===== src/rtl/pu_loader.sv =====
// Feeds one img2col PU from a two-pixel-per-beat stream.
// A full load writes all 25 window registers; a sliding load writes only the 5 new-column registers.
//
// state | meaning
// IDLE  | waiting for a load command; cmd_ready high
// LOAD  | accepting pixel-pair beats; s_ready high
module pu_loader #(
   parameter int DATA_WIDTH  = 16,
   parameter int WEIGHT_SIZE = 25,
   parameter int ADDRESS_NUM = 5,
   parameter int REG_NUM     = 20
) (
   input  logic                    i_clk,
   input  logic                    i_nrst,
   input  logic                    i_cmd_valid,
   input  logic                    i_cmd_round,
   output logic                    o_cmd_ready,
   input  logic                    i_s_valid,
   input  logic [2*DATA_WIDTH-1:0] i_s_data,
   output logic                    o_s_ready,
   output logic [DATA_WIDTH-1:0]   o_new1,
   output logic [DATA_WIDTH-1:0]   o_new2,
   output logic [ADDRESS_NUM-1:0]  o_adrs_in1,
   output logic [ADDRESS_NUM-1:0]  o_adrs_in2,
   output logic                    o_start,
   output logic                    o_round,
   output logic                    o_done
);

   localparam logic [0:0] ST_IDLE = 1'b0;
   localparam logic [0:0] ST_LOAD = 1'b1;

   // Final beat index: odd pixel counts leave a half-filled last beat.
   localparam logic [3:0] LAST_FULL  = 4'((WEIGHT_SIZE - 1) / 2);
   localparam logic [3:0] LAST_SLIDE = 4'((WEIGHT_SIZE - REG_NUM - 1) / 2);
   localparam logic [ADDRESS_NUM-1:0] BASE_SLIDE = ADDRESS_NUM'(REG_NUM);

   logic [0:0]             r_state;
   logic [3:0]             r_k;
   logic                   r_round;
   logic [DATA_WIDTH-1:0]  r_new1;
   logic [DATA_WIDTH-1:0]  r_new2;
   logic [ADDRESS_NUM-1:0] r_adr1;
   logic [ADDRESS_NUM-1:0] r_adr2;
   logic                   r_start;
   logic                   r_done;

   logic                   w_last;
   logic [ADDRESS_NUM-1:0] w_base;
   logic [ADDRESS_NUM-1:0] w_adr1;
   logic [ADDRESS_NUM-1:0] w_adr2;

   assign w_last = r_round ? (r_k == LAST_SLIDE) : (r_k == LAST_FULL);
   assign w_base = r_round ? BASE_SLIDE : '0;
   assign w_adr1 = w_base + ADDRESS_NUM'({r_k, 1'b0});
   assign w_adr2 = w_last ? w_adr1 : w_adr1 + ADDRESS_NUM'(1);

   always_ff @(posedge i_clk) begin
      if (!i_nrst) begin
         r_state <= ST_IDLE;
         r_k     <= '0;
         r_round <= 1'b0;
         r_new1  <= '0;
         r_new2  <= '0;
         r_adr1  <= '0;
         r_adr2  <= '0;
         r_start <= 1'b0;
         r_done  <= 1'b0;
      end else begin
         r_start <= 1'b0;
         r_done  <= 1'b0;
         case (r_state)
            ST_IDLE: begin
               if (i_cmd_valid) begin
                  r_state <= ST_LOAD;
                  r_round <= i_cmd_round;
                  r_k     <= '0;
               end
            end
            default: begin
               if (i_s_valid) begin
                  r_new1  <= i_s_data[DATA_WIDTH-1:0];
                  // Last beat carries one pixel; duplicate it to the same address.
                  r_new2  <= w_last ? i_s_data[DATA_WIDTH-1:0]
                                    : i_s_data[2*DATA_WIDTH-1:DATA_WIDTH];
                  r_adr1  <= w_adr1;
                  r_adr2  <= w_adr2;
                  r_start <= 1'b1;
                  if (w_last) begin
                     r_done  <= 1'b1;
                     r_state <= ST_IDLE;
                  end else begin
                     r_k <= r_k + 4'd1;
                  end
               end
            end
         endcase
      end
   end

   assign o_cmd_ready = (r_state == ST_IDLE);
   assign o_s_ready   = (r_state == ST_LOAD);
   assign o_new1      = r_new1;
   assign o_new2      = r_new2;
   assign o_adrs_in1  = r_adr1;
   assign o_adrs_in2  = r_adr2;
   assign o_start     = r_start;
   assign o_round     = r_round;
   assign o_done      = r_done;

endmodule

===== config.mk =====
export PLATFORM = sky130hd
export DESIGN_NAME = pu_loader
export DESIGN_NICKNAME = d
export VERILOG_FILES = /design/src/rtl/pu_loader.sv
export SDC_FILE = /design/constraint.sdc
export NUM_CORES = 1
export LEC_CHECK = 0
export CAP_MARGIN = 15
export CORE_ASPECT_RATIO = 0.9
export CORE_MARGIN = 5
export CORE_UTILIZATION = 44
export CTS_BUF_LIST = sky130_fd_sc_hd__clkbuf_8 sky130_fd_sc_hd__clkbuf_16
export CTS_CLUSTER_SIZE = 16
export DETAILED_ROUTE_END_ITERATION = 6
export MAX_ROUTING_LAYER = met4
export PLACE_DENSITY = 0.84
export REMOVE_ABC_BUFFERS = 1
export SYNTH_ARGS = -nofsm -noshare
export SYNTH_HDL_FRONTEND = slang
export SYNTH_SLANG_ARGS = --single-unit

===== constraint.sdc =====
create_clock -name i_clk -period 2.7 [get_ports i_clk]
set_clock_uncertainty 0.15 [all_clocks]
set_input_delay 0.54 -clock i_clk [delete_from_list [all_inputs] [get_ports i_clk]]
set_output_delay 0.54 -clock i_clk [all_outputs]
set_load 0.05 [all_outputs]

* After elaboration in Yosys (flattened, before gate mapping)
Index checks and enable logic that the tools add are counted.
W data, S select, Z words.
** Cells by class
- Eq/ne operators :: 4
- Add/sub/neg operators :: 3
- Bitwise logic cells :: 1
- Multiplexer cells :: 14
- Reduce and logical (&&, ||, !) cells :: 6
** Operators by type and width (count)
- $mux W16 :: 1
- $mux W4 :: 4
- $mux W5 :: 2
- $mux W1 :: 7
- $reduce_and A2 Y1 :: 3
- $reduce_and A3 Y1 :: 2
- $add A5 B1 Y5 const B :: 1
- $add A5 B5 Y5 :: 1
- $add A4 B1 Y4 const B :: 1
- $eq A4 B2 Y1 const B :: 1
- $eq A4 B4 Y1 const B :: 1
- $ne A2 B2 Y1 const B :: 2
- $reduce_bool A2 Y1 :: 1
- $not A1 Y1 :: 1
** Storage, ports and cells
- Bits in registers :: 50
- Input bits :: 37

* Depth between registers and ports, before layout
Gate-level depths: netlist (run 1).
- Depth in word-level cells :: 5
- Depth in mapped cells :: 6
- Mapped depth without buffers :: 6

* Least setup slack after synthesis (run 1)
OpenSTA, ideal clock, no wires.
- Kind :: register to register
- Start point :: register r_round (netlist: o_round)
- End point :: register r_new2[10] (netlist: o_new2[10])
- Buffers on the path :: 1
- Library setup time :: 0.133 ns
- Data required time :: 2.417 ns
- Arrival :: 1.651 ns
- Stages on the path, launching flop included :: 7
- Path slack :: 0.767 ns
- Cell sequence :: dfxtp_1 > ha_1 > nor2_1 > o21ai_4 > buf_6 > mux2i_1 > a21oi_1
** Between the ends
- Cells in the longest elaborated chain, start to end :: 2
** RTL lines
- start, declared :: RTL line 40 : logic r_round;
- start signal, assigned :: RTL line 76 : r_round <= i_cmd_round;
- $mux W1 :: RTL line 53 : assign w_last = r_round ? (r_k == LAST_SLIDE) : (r_k == LAST_FULL);
- $mux W16 :: RTL line 84 : r_new2 <= w_last ? i_s_data[DATA_WIDTH-1:0]
- end signal, assigned :: RTL line 84
- end, declared :: RTL line 42 : logic [DATA_WIDTH-1:0] r_new2;
No other way between the ends.
A chain may end at the register's enable or synchronous reset.

* Worst setup path in the final report (run 1)
- Start point :: register r_state (netlist: o_s_ready)
- End point :: output o_cmd_ready
** Between the ends
- Cells in the longest elaborated chain, start to end :: 1
** RTL lines
- start, declared :: RTL line 38 : logic [0:0] r_state;
- start signal, assigned :: RTL line 60 : r_state <= ST_IDLE;
- start signal, assigned :: RTL line 75 : r_state <= ST_LOAD;
- start signal, assigned :: RTL line 91 : r_state <= ST_IDLE;
- $not A1 Y1
- end, declared :: RTL line 17 : output logic o_cmd_ready,
No other way between the ends.

==> reports/results.env, run 1 <==
FF2FF_SETUP_SLACK_NS=0.66
CP_DATA_ARRIVAL_TIME_NS=1.56
TIMING.CRITICAL_PATH.FROM_TYPE='flip-flop'
INITIAL_DRT_MARKERS=80
R2R-END='o_new2[1]'
GRT_MAX_DEGREE=53
CLOCK_TREE.ROOT_CELL='sky130_fd_sc_hd__clkbuf_8'
FINALSETUPVIOLCOUNT=0
TOP_FF_CELL_SYNTH='sky130_fd_sc_hd__dfxtp_1'
SYNTH-EDFF-COUNT=0
HOLD_CLASS='reg -> reg'
CLK_PIN_SLEW_NS=0.08
MAXSLEWHEADROOM=0.406
SLEW_VIOL_FINAL=0
ANTENNA_CELLS=0
TIMING.CRITICAL_PATH.TO='o_cmd_ready'
FILL_CELLS=340
WORST_SETUP_PATH_STARTPOINT='o_s_ready'
TOTAL_POWER_mW=1.53
IRDROPWORSTVDD_mV=0.340
AVGSYNTHCELLAREA_UM2=8.62
PATH_MAX_FANOUT=7
SYNTH-ASYNC-RESET-RATIO=0
OUTCOME='finished clean'
POSTSYNTHCELLCOUNT=214
NUMPORTBUFFERS=82
DRT-WIRELENGTH-PER-CELL_UM=14.2
POST-ROUTE-MIN-PERIOD_NS=2.25
NUM-NETS-FINAL=328
FLOORPLAN.ROWS=22
CLOCK_TREE_FROM_TRITONCTS='done'
HOLD_CRITICAL_PATH_DEPTH=2
VIAS_PER_CELL=5.11
SYNTHESIS.AREA_MM2=0.00185
POSTCTSSETUPBUFFERS=0
WORSTSETUPPATHTYPE='reg -> out'
CP_CELL_SEQUENCE='inv_1 -> clkdlybuf4s50_1'
POST_SYNTH_NUM_CELL_TYPES=28
SETUP-TNS-FINAL_NS=0
CORE_AREA_MM2=0.00407
SEQCELLAREA_UM2=901
RR_STARTPOINT='o_round'
WORST_R2R_PATH_DEPTH=4
PLACE_CONGESTION=0.761
SHARE_OF_THE_CYCLE_NEEDED_BY_THE_CRITICAL_PATH_AFTER_ROUTING=0.834
STANDARD_CELL_WITH_THE_MAXIMUM_STAGE_DELAY_ON_THE_CRITICAL_PATH='sky130_fd_sc_hd__clkdlybuf4s50_1'
DRT-PASS1-ITER-COUNT=4
FINAL-HOLD-VIOLATION-COUNT=0
DETAIL-ROUTE-ANTENNA-NETS=0
SYNTH.CELLS.MOST_FREQUENT='sky130_fd_sc_hd__dfxtp_1, sky130_fd_sc_hd__nand2_1, sky130_fd_sc_hd__a21oi_1'
FIRST_PASS_GRT_WIRE_LENGTH_MM=8.06
DP.FINAL_HPWL_MM=3.41
GRT_PASS1_VIAS=1744
UNREPAIRED_SETUP_ENDPOINTS_AFTER_GLOBAL_ROUTING='no'
TIMING.CRITICAL_PATH.SLOWEST_CELL_DELAY_NS=0.81
TOTAL_LEAKAGE_POWER_nW=1.13
SYNTH.YOSYS.WARNINGS=0
WORST-PATH-STAGES=2
SYNTH_TOP_AREA_SHARE=0.488
POSTSYNTHREGISTERBITS=45
CTSHOLDBUFFERS=0
ROUTED_WL_MM=4.77
DRT_DRC_VIOLATIONS_LEFT=0
CTS_NUM_SINKS=45
SYNTH_TOP_CELLS_BY_AREA='sky130_fd_sc_hd__dfxtp_1, sky130_fd_sc_hd__a21oi_1, sky130_fd_sc_hd__mux2i_1'
MULTIINPUTGATEAREA_UM2=828
DIE_AREA_MM2=0.00559
ANTENNA_FOUND_INITIAL=0
WORSTMARGINPINSLEW_NS=0.888
CRIT_PATH_END_KIND='output pin'
YOSYS.CELL_COUNT.TOP_TYPE='sky130_fd_sc_hd__dfxtp_1'
GR-TOTAL-OVERFLOW=0
TIMING.FMAX_MHz=444
CTS_MAX_PATH_BUFFERS=2
POST_CTS_RESIZE_COUNT=0
TIMING.CRITICAL_PATH.REQUIRED_NS=2.01
POST_ROUTE_CELLS_DRIVE_ABOVE_1_SHARE=0.0486
YOSYSSEQAREASHARE=0.488
HTREE_NUM_LEVELS=2
CTS_BUFFERS=5
FINAL_CORE_UTIL=0.675
DIE_WIDTH_UM=78.3
INITIAL_UTILIZATION=0.453
DIE_HEIGHT_UM=71.4
AREA_GROWTH_PCT=49.1
CRITPATHBUFINV=2
NETLIST.TOP_CELL.BY_AREA='sky130_fd_sc_hd__dfxtp_1'
POWERDENSITY_mW_PER_MM2=557
PATH_DELAY_FAMILY='buffers and inverters'
IO_PINS=84
GLOBAL_ROUTE.USAGE.TOTAL=0.185
VIA_COUNT=1717
WORSTSKEWPAIRLATENCY_NS=0.29
MAX_CAP_VIOLATIONS=0
## final cells by class
type,instances,area share
inverters,2,0.00273
clock inverters,2,0.0127
well taps,48,0.0218
repair buffers,86,0.309
flip-flops and latches,45,0.327
multi-input cells,148,0.301
clock buffers,5,0.0250
## sequential cells by signal, indices dropped and copies added (netlist names)
name        flops
o_start         1
o_new2         16
o_done          1
r_k             4
o_adrs_in2      5
o_new1         16
o_round         1
o_s_ready       1
## layout by cell type (no fill, tap or decap), types with 2 or more instances in the layout
cell,count
sky130_fd_sc_hd__dfxtp_1,45
sky130_fd_sc_hd__nand2_1,44
sky130_fd_sc_hd__mux2i_1,17
sky130_fd_sc_hd__clkbuf_8,5
sky130_fd_sc_hd__a21oi_1,38
sky130_fd_sc_hd__nor2_1,11
sky130_fd_sc_hd__ha_1,3
sky130_fd_sc_hd__xnor2_1,2
sky130_fd_sc_hd__inv_1,2
sky130_fd_sc_hd__nand4_1,2
sky130_fd_sc_hd__clkdlybuf4s50_1,82
sky130_fd_sc_hd__buf_4,4
sky130_fd_sc_hd__o21ai_0,17
## metrics by stage
step,hold slack [ns],setup slack [ns],cells,instance area (um^2)
after floorplan,0.334,0.151,195,1740
after global placement,0.291,0.542,329,2650
after CTS,0.307,0.439,336,2750
after detailed placement,0.296,0.437,329,2650
final,0.307,0.447,336,2750
after global routing,0.331,0.388,336,2750
## metal layers
metal  wire length, um  GRT usage
met2              2310      0.305
met1              2040      0.207
met4                86     0.0563
met3               339     0.0729
met5                 0          -
## worst min-delay path by stage
stage / slack, ns / to / start
3_5_place_dp: 0.30 / o_new1[3] / o_new1[3]
2_1_floorplan: 0.33 / o_adrs_in2[1] / r_k[0]
5_1_grt: 0.33 / o_new1[10] / o_new1[10]
4_1_cts: 0.31 / o_new1[3] / o_new1[3]
6_report: 0.31 / o_new1[3] / o_new1[3]
3_3_place_gp: 0.29 / o_new1[0] / o_new1[0]
## report_power, final
group	internal [mW]	switching [mW]	total, mW
sequential	0.694	0.0184	0.713
combinational	0.135	0.204	0.339
clock	0.269	0.212	0.481
## cell families (layout without fill, tap and decap cells)
logic type | Yosys count | in the layout | share of synthesized area
AOI/OAI and AO/OA | 61 | 61 | 0.178
DFF | 45 | 45 | 0.488
buffers and inverters | 21 | 95 | 0.0637
other | 1 | 1 | 0.00203
xor gates and xnor gates | 2 | 2 | 0.00949
muxes | 17 | 17 | 0.0922
and+or+nand+nor | 64 | 64 | 0.146
adders and majority gates | 3 | 3 | 0.0203
## worst register-to-register path, delay by kind of cell, from the launching register on
family           cells  cell delay, ns
AO/OA/AOI/OAI        2            0.80
flip-flops           1            0.43
multiplexers         1            0.30
AND/OR/NAND/NOR      1            0.23
Note: power is estimated with default switching activity, not from simulation.
==> inputs of run 2 (changes only) <==
--- a/config.mk
+++ b/config.mk
@@ -8,12 +8,12 @@
 export CAP_MARGIN = 15
 export CORE_ASPECT_RATIO = 0.9
 export CORE_MARGIN = 5
-export CORE_UTILIZATION = 44
+export CORE_UTILIZATION = 41
 export CTS_BUF_LIST = sky130_fd_sc_hd__clkbuf_8 sky130_fd_sc_hd__clkbuf_16
 export CTS_CLUSTER_SIZE = 16
 export DETAILED_ROUTE_END_ITERATION = 6
 export MAX_ROUTING_LAYER = met4
-export PLACE_DENSITY = 0.84
+export PLACE_DENSITY = 0.79
 export REMOVE_ABC_BUFFERS = 1
 export SYNTH_ARGS = -nofsm -noshare
 export SYNTH_HDL_FRONTEND = slang
==> constraint.sdc (replaced) <==
create_clock -name i_clk -period 2.1 [get_ports i_clk]
set_clock_uncertainty 0.15 [all_clocks]
set_input_delay 0.42 -clock i_clk [delete_from_list [all_inputs] [get_ports i_clk]]
set_output_delay 0.42 -clock i_clk [all_outputs]
set_load 0.05 [all_outputs]
==> run 2 against run 1 <==
Against the previous run:
- critical path depth down 1
- sequential power up 28%
- register-to-register slack worse by 0.36 ns
- count of clock-buffer cells in the layout up 1
==> reports/results.env, run 2 (synthesis gave the netlist of run 1 again) <==
HOLD_CLASS='reg -> reg'
TOTAL_NON_FILLER_CELL_AREA_IN_THE_FINISHED_LAYOUT_MM2=0.00279
INITIAL_DRT_MARKERS=111
ROUTED_WL_MM=4.77
DIE_WIDTH_UM=80.7
PATH_MAX_FANOUT=3
FIRST_PASS_GRT_WIRE_LENGTH_MM=7.96
DETAIL-ROUTE-ANTENNA-NETS=0
CTSHOLDBUFFERS=0
FINAL_CORE_UTIL=0.633
MAXSLEWHEADROOM=0.651
DP.FINAL_HPWL_MM=3.52
GR-TOTAL-OVERFLOW=0
POST-ROUTE-MIN-PERIOD_NS=2.05
POST_LAYOUT_NONFILLER_INSTANCES=356
DRT-PASS1-ITER-COUNT=6
CLOCK_TREE.ROOT_CELL='sky130_fd_sc_hd__clkbuf_8'
STANDARD_CELL_WITH_THE_MAXIMUM_STAGE_DELAY_ON_THE_CRITICAL_PATH='sky130_fd_sc_hd__clkdlybuf4s50_1'
IRDROPWORSTVDD_mV=0.484
NUM-NETS-FINAL=333
FF2FF_SETUP_SLACK_NS=0.30
POWERDENSITY_mW_PER_MM2=688
ANTENNA_CELLS=0
VIA_COUNT=1737
UNREPAIRED_SETUP_ENDPOINTS_AFTER_GLOBAL_ROUTING='no'
SHARE_OF_THE_CYCLE_NEEDED_BY_THE_CRITICAL_PATH_AFTER_ROUTING=0.975
DRT_DRC_VIOLATIONS_LEFT=0
TOTAL_LEAKAGE_POWER_nW=1.22
CTS_NUM_SINKS=45
CTS_BUFFERS=5
PATH_DELAY_FAMILY='buffers and inverters'
CTS_MAX_PATH_BUFFERS=2
WORST_SLACK_SETUP_FINAL_NS=0.0528
WHS_ENDPOINT='o_new1[0]'
DIE_HEIGHT_UM=73.7
RR_STARTPOINT='o_round'
TIMING.CRITICAL_PATH.FROM_TYPE='flip-flop'
HOLD_PATH.STARTPOINT='o_new1[0]'
DETAILED_PLACE.AREA_MM2=0.00268
CRIT_PATH_END_KIND='output pin'
FINAL_COMMON_CELL='sky130_fd_sc_hd__clkdlybuf4s50_1'
GLOBAL_ROUTE.USAGE.TOTAL=0.177
WORSTSETUPPATHTYPE='reg -> out'
WORSTMARGINPINSLEW_NS=0.522
CORE_AREA_MM2=0.00440
R2R-END='r_k[2]'
WORSTSKEWPAIRLATENCY_NS=0.30
SETUP-TNS-FINAL_NS=0
AREA_GROWTH_PCT=51.0
PLACE_INST=348
CP_CELL_SEQUENCE='clkdlybuf4s50_1'
DIE_AREA_MM2=0.00595
CRITPATHBUFINV=1
CLOCK_TREE_FROM_TRITONCTS='done'
PLACE_CONGESTION=0.796
OUTCOME='finished clean'
ANTENNA_FOUND_INITIAL=0
CP_DATA_ARRIVAL_TIME_NS=1.48
FINAL_CELL_MIX='sky130_fd_sc_hd__clkdlybuf4s50_1, sky130_fd_sc_hd__dfxtp_1, sky130_fd_sc_hd__nand2_1'
FINALSETUPVIOLCOUNT=0
TIMING.CRITICAL_PATH.REQUIRED_NS=1.53
POST_ROUTE_CELLS_DRIVE_ABOVE_1_SHARE=0.0952
PRE_CTS_SLACK_NS=0.163
SLEW_VIOL_FINAL=0
DRT-WIRELENGTH-PER-CELL_UM=13.4
FLOORPLAN.ROWS=23
CLK_PIN_SLEW_NS=0.08
VIAS_PER_CELL=4.88
WORST_R2R_PATH_DEPTH=6
INITIAL_UTILIZATION=0.419
MAX_CAP_VIOLATIONS=0
GRT_MAX_DEGREE=23
TIMING.FMAX_MHz=488
HTREE_NUM_LEVELS=2
FINAL-HOLD-VIOLATION-COUNT=0
HOLD_CRITICAL_PATH_DEPTH=2
IO_PINS=84
TIMING.CRITICAL_PATH.SLOWEST_CELL_DELAY_NS=0.82
GRT_PASS1_VIAS=1683
NUMPORTBUFFERS=82
==> run 2: final cells by class <==
cell class / count / area [um^2]
clock buffer: 6 / 82.6
clock inverter: 2 / 13.8
fill: 379 / 1620
inverter: 2 / 7.51
multi-input combinational: 148 / 828
sequential: 45 / 901
tap: 62 / 77.6
timing repair buffer: 91 / 876
==> run 2: worst max path at each step <==
stage                       start             to  slack (ns)  depth (start not counted)
floorplan               o_s_ready         r_k[3]       -0.45                          4
global placement        i_s_valid         r_k[1]        0.20                          5
detailed placement      i_s_valid         r_k[1]        0.16                          5
CTS                 o_adrs_in2[1]  o_adrs_in1[1]        0.03                          1
global route        o_adrs_in2[3]  o_adrs_in2[3]      0.0002                          1
finish              o_adrs_in2[1]  o_adrs_in2[1]        0.05                          1
==> run 2: timing repair <==
action	CTS	global route
buffers inserted	0	0
gates resized for setup	0	3
setup endpoints to repair	0	4
endpoints found under the hold margin	0	0
==> run 2: per-stage QoR <==
stage	power (mW)	hold slack [ns]
after floorplan	1.18	0.334
after global placement	1.37	0.291
after detailed placement	1.38	0.295
after CTS	1.94	0.306
after global routing	2.01	0.330
final	1.92	0.304
==> run 2: per-layer routing <==
layer	vias to the layer above	global-route usage	routed length [um]
met2	52	0.285	2310
li1	882	-	-
met5	-	-	0
met3	7	0.0613	377
met1	796	0.214	2040
met4	0	0.0394	47
==> run 2: report_power, final <==
group          switching [mW]  internal (mW)
Clock                   0.295          0.267
Sequential             0.0228          0.893
Combinational           0.264          0.176
Total                   0.582           1.34
==> inputs of run 3 (changes only) <==
--- a/config.mk
+++ b/config.mk
@@ -14,7 +14,9 @@
 export DETAILED_ROUTE_END_ITERATION = 6
 export MAX_ROUTING_LAYER = met4
 export PLACE_DENSITY = 0.79
+export RECOVER_POWER = 100
 export REMOVE_ABC_BUFFERS = 1
+export SLEW_MARGIN = 10
 export SYNTH_ARGS = -nofsm -noshare
 export SYNTH_HDL_FRONTEND = slang
 export SYNTH_SLANG_ARGS = --single-unit
==> run 3 against run 2 <==
Against the previous run:
- core utilization shrank 1.4 points
- sequential power is essentially flat
- highest routed layer unchanged
- largest power group unchanged
- via count shrank 0.63%
- sequential share of layout area grew 0.76 points
==> reports/results.env, run 3 (synthesis gave the netlist of run 1 again) <==
AREA_GROWTH_PCT=47.5
GRT_MAX_DEGREE=23
PLACE_CONGESTION=0.796
NUM-NETS-FINAL=333
TIMING.CRITICAL_PATH.REQUIRED_NS=1.53
POST_LAYOUT_NONFILLER_INSTANCES=356
TIMING.CRITICAL_PATH.TO='o_adrs_in2[1]'
FINAL-HOLD-VIOLATION-COUNT=0
CLOCK_TREE_FROM_TRITONCTS='done'
IRDROPWORSTVDD_mV=0.479
DIE_WIDTH_UM=80.7
HIGHEST-SIGNAL-LAYER='met4'
FF2FF_SETUP_SLACK_NS=0.30
DETAILED_PLACE.AREA_MM2=0.00268
GLOBAL_ROUTE.USAGE.TOTAL=0.177
WORST-PATH-STAGES=1
NUMPORTBUFFERS=82
PLACE_INST=348
FINAL_CELL_MIX='sky130_fd_sc_hd__clkdlybuf4s50_1, sky130_fd_sc_hd__dfxtp_1, sky130_fd_sc_hd__nand2_1'
TIMING.FMAX_MHz=489
WORST_R2R_PATH_DEPTH=6
FLOORPLAN.ROWS=23
CP_DATA_ARRIVAL_TIME_NS=1.48
FINALSETUPVIOLCOUNT=0
VIAS_PER_CELL=4.85
TIMING.CRITICAL_PATH.SLOWEST_CELL_DELAY_NS=0.82
CTSHOLDBUFFERS=0
SLEW_VIOL_FINAL=0
WORSTMARGINPINSLEW_NS=0.651
INITIAL_DRT_MARKERS=100
MAX_CAP_VIOLATIONS=0
ROUTED_WL_MM=4.76
DP.FINAL_HPWL_MM=3.52
WORSTSETUPPATHTYPE='reg -> out'
PATH_DELAY_FAMILY='buffers and inverters'
ROUTED-WL-MET3_UM=381
R2R-END='r_k[2]'
DETAIL-ROUTE-ANTENNA-NETS=0
CRIT_PATH_END_KIND='output pin'
CTS_MAX_PATH_BUFFERS=2
HOLD_CLASS='reg -> reg'
IO_PINS=84
CLOCK_TREE.ROOT_CELL='sky130_fd_sc_hd__clkbuf_8'
DRT-WIRELENGTH-PER-CELL_UM=13.4
WORST_SETUP_PATH_STARTPOINT='o_adrs_in2[1]'
VIA_COUNT=1726
INITIAL_UTILIZATION=0.419
WORSTSKEWPAIRLATENCY_NS=0.30
TOTAL_LEAKAGE_POWER_nW=1.14
CP_CELL_SEQUENCE='clkdlybuf4s50_1'
POST-ROUTE-MIN-PERIOD_NS=2.05
POWERDENSITY_mW_PER_MM2=700
TOTAL_NON_FILLER_CELL_AREA_IN_THE_FINISHED_LAYOUT_MM2=0.00272
CLK_PIN_SLEW_NS=0.08
MAXSLEWHEADROOM=0.568
STANDARD_CELL_WITH_THE_MAXIMUM_STAGE_DELAY_ON_THE_CRITICAL_PATH='sky130_fd_sc_hd__clkdlybuf4s50_1'
ANTENNA_CELLS=0
POSTCTSSETUPBUFFERS=0
SHARE_OF_THE_CYCLE_NEEDED_BY_THE_CRITICAL_PATH_AFTER_ROUTING=0.975
TIMING.CRITICAL_PATH.FROM_TYPE='flip-flop'
DIE_AREA_MM2=0.00595
ROUTEDLENGTHMET1_MM=2.07
UNREPAIRED_SETUP_ENDPOINTS_AFTER_GLOBAL_ROUTING='no'
FIRST_PASS_GRT_WIRE_LENGTH_MM=7.96
WHS_NS=0.303
OUTCOME='finished clean'
ROUTE.MET2.WL_MM=2.26
POST_ROUTE_CELLS_DRIVE_ABOVE_1_SHARE=0.0578
GRT_PASS1_VIAS=1683
CTS_NUM_SINKS=45
ANTENNA_FOUND_INITIAL=0
GR-TOTAL-OVERFLOW=0
DRT_DRC_VIOLATIONS_LEFT=0
CRITPATHBUFINV=1
FINAL_COMMON_CELL='sky130_fd_sc_hd__clkdlybuf4s50_1'
CTS_BUFFERS=5
DRT-PASS1-ITER-COUNT=7
SETUP-TNS-FINAL_NS=0
CORE_AREA_MM2=0.00440
RR_STARTPOINT='o_round'
HTREE_NUM_LEVELS=2
DIE_HEIGHT_UM=73.7
FILL_CELLS=394
PATH_MAX_FANOUT=3
run 3: cell count changes in the layout (fill, tap and decap cells not counted):
cell,previous run,this run
sky130_fd_sc_hd__buf_4,17,4
sky130_fd_sc_hd__dlymetal6s2s_1,3,1
sky130_fd_sc_hd__clkbuf_2,0,3
sky130_fd_sc_hd__dlygate4sd3_1,0,2
sky130_fd_sc_hd__o21ai_1,1,0
sky130_fd_sc_hd__and2_0,0,1
sky130_fd_sc_hd__clkdlybuf4s50_1,71,69
sky130_fd_sc_hd__and2_2,1,0
sky130_fd_sc_hd__clkbuf_1,0,12
sky130_fd_sc_hd__o21ai_0,17,18
run 3: final cells by class:
type / count / area, um^2 / area share
clock inverters: 2 / 13.8 / 0.00506
multi-input cells: 148 / 827 / 0.304
well taps: 62 / 77.6 / 0.0285
flip-flops and latches: 45 / 901 / 0.331
repair buffers: 91 / 813 / 0.299
inverters: 2 / 7.51 / 0.00276
clock buffers: 6 / 82.6 / 0.0303
run 3: metal layers:
metal | up-vias | GRT usage
met3 | 7 | 0.0613
met5 | - | -
met2 | 58 | 0.285
met1 | 779 | 0.214
met4 | 0 | 0.0394
li1 | 882 | -
run 3: timing repair:
item | CTS | global route
endpoints found under the hold margin | 0 | 0
setup endpoints to repair | 0 | 4
gates resized for setup | 0 | 3
run 3: where the power goes:
group | switching [mW] | leakage, nW | total, mW | internal, mW
Clock | 0.298 | 0.0512 | 0.565 | 0.267
Combinational | 0.264 | 0.718 | 0.426 | 0.162
Sequential | 0.0226 | 0.367 | 0.915 | 0.893
run 3: worst min path at each step:
| stage | to | cells past startpoint | from |
|---|---|---|---|
| CTS | o_new1[13] | 2 | o_new1[13] |
| floorplan | o_adrs_in2[1] | 2 | r_k[0] |
| global route | o_new1[1] | 2 | o_new1[1] |
| finish | o_new1[0] | 2 | o_new1[0] |
| global placement | o_new1[1] | 2 | o_new1[1] |
| detailed placement | o_new1[13] | 2 | o_new1[13] |
run 3: per-stage QoR:
stage          total power [mW]  setup slack, ns  utilization
6_report                   1.91           0.0535        0.618
5_1_grt                    2.00         0.000227        0.618
4_1_cts                    1.94           0.0264        0.631
3_5_place_dp               1.38            0.163        0.609
3_3_place_gp               1.37            0.199        0.609
2_1_floorplan              1.18           -0.449            -
run 3: worst min-delay path: stages (launching register included):
cell and delay [ns]:
sky130_fd_sc_hd__dfxtp_1 0.31, sky130_fd_sc_hd__nand2_1 0.05, sky130_fd_sc_hd__a21oi_1 0.05
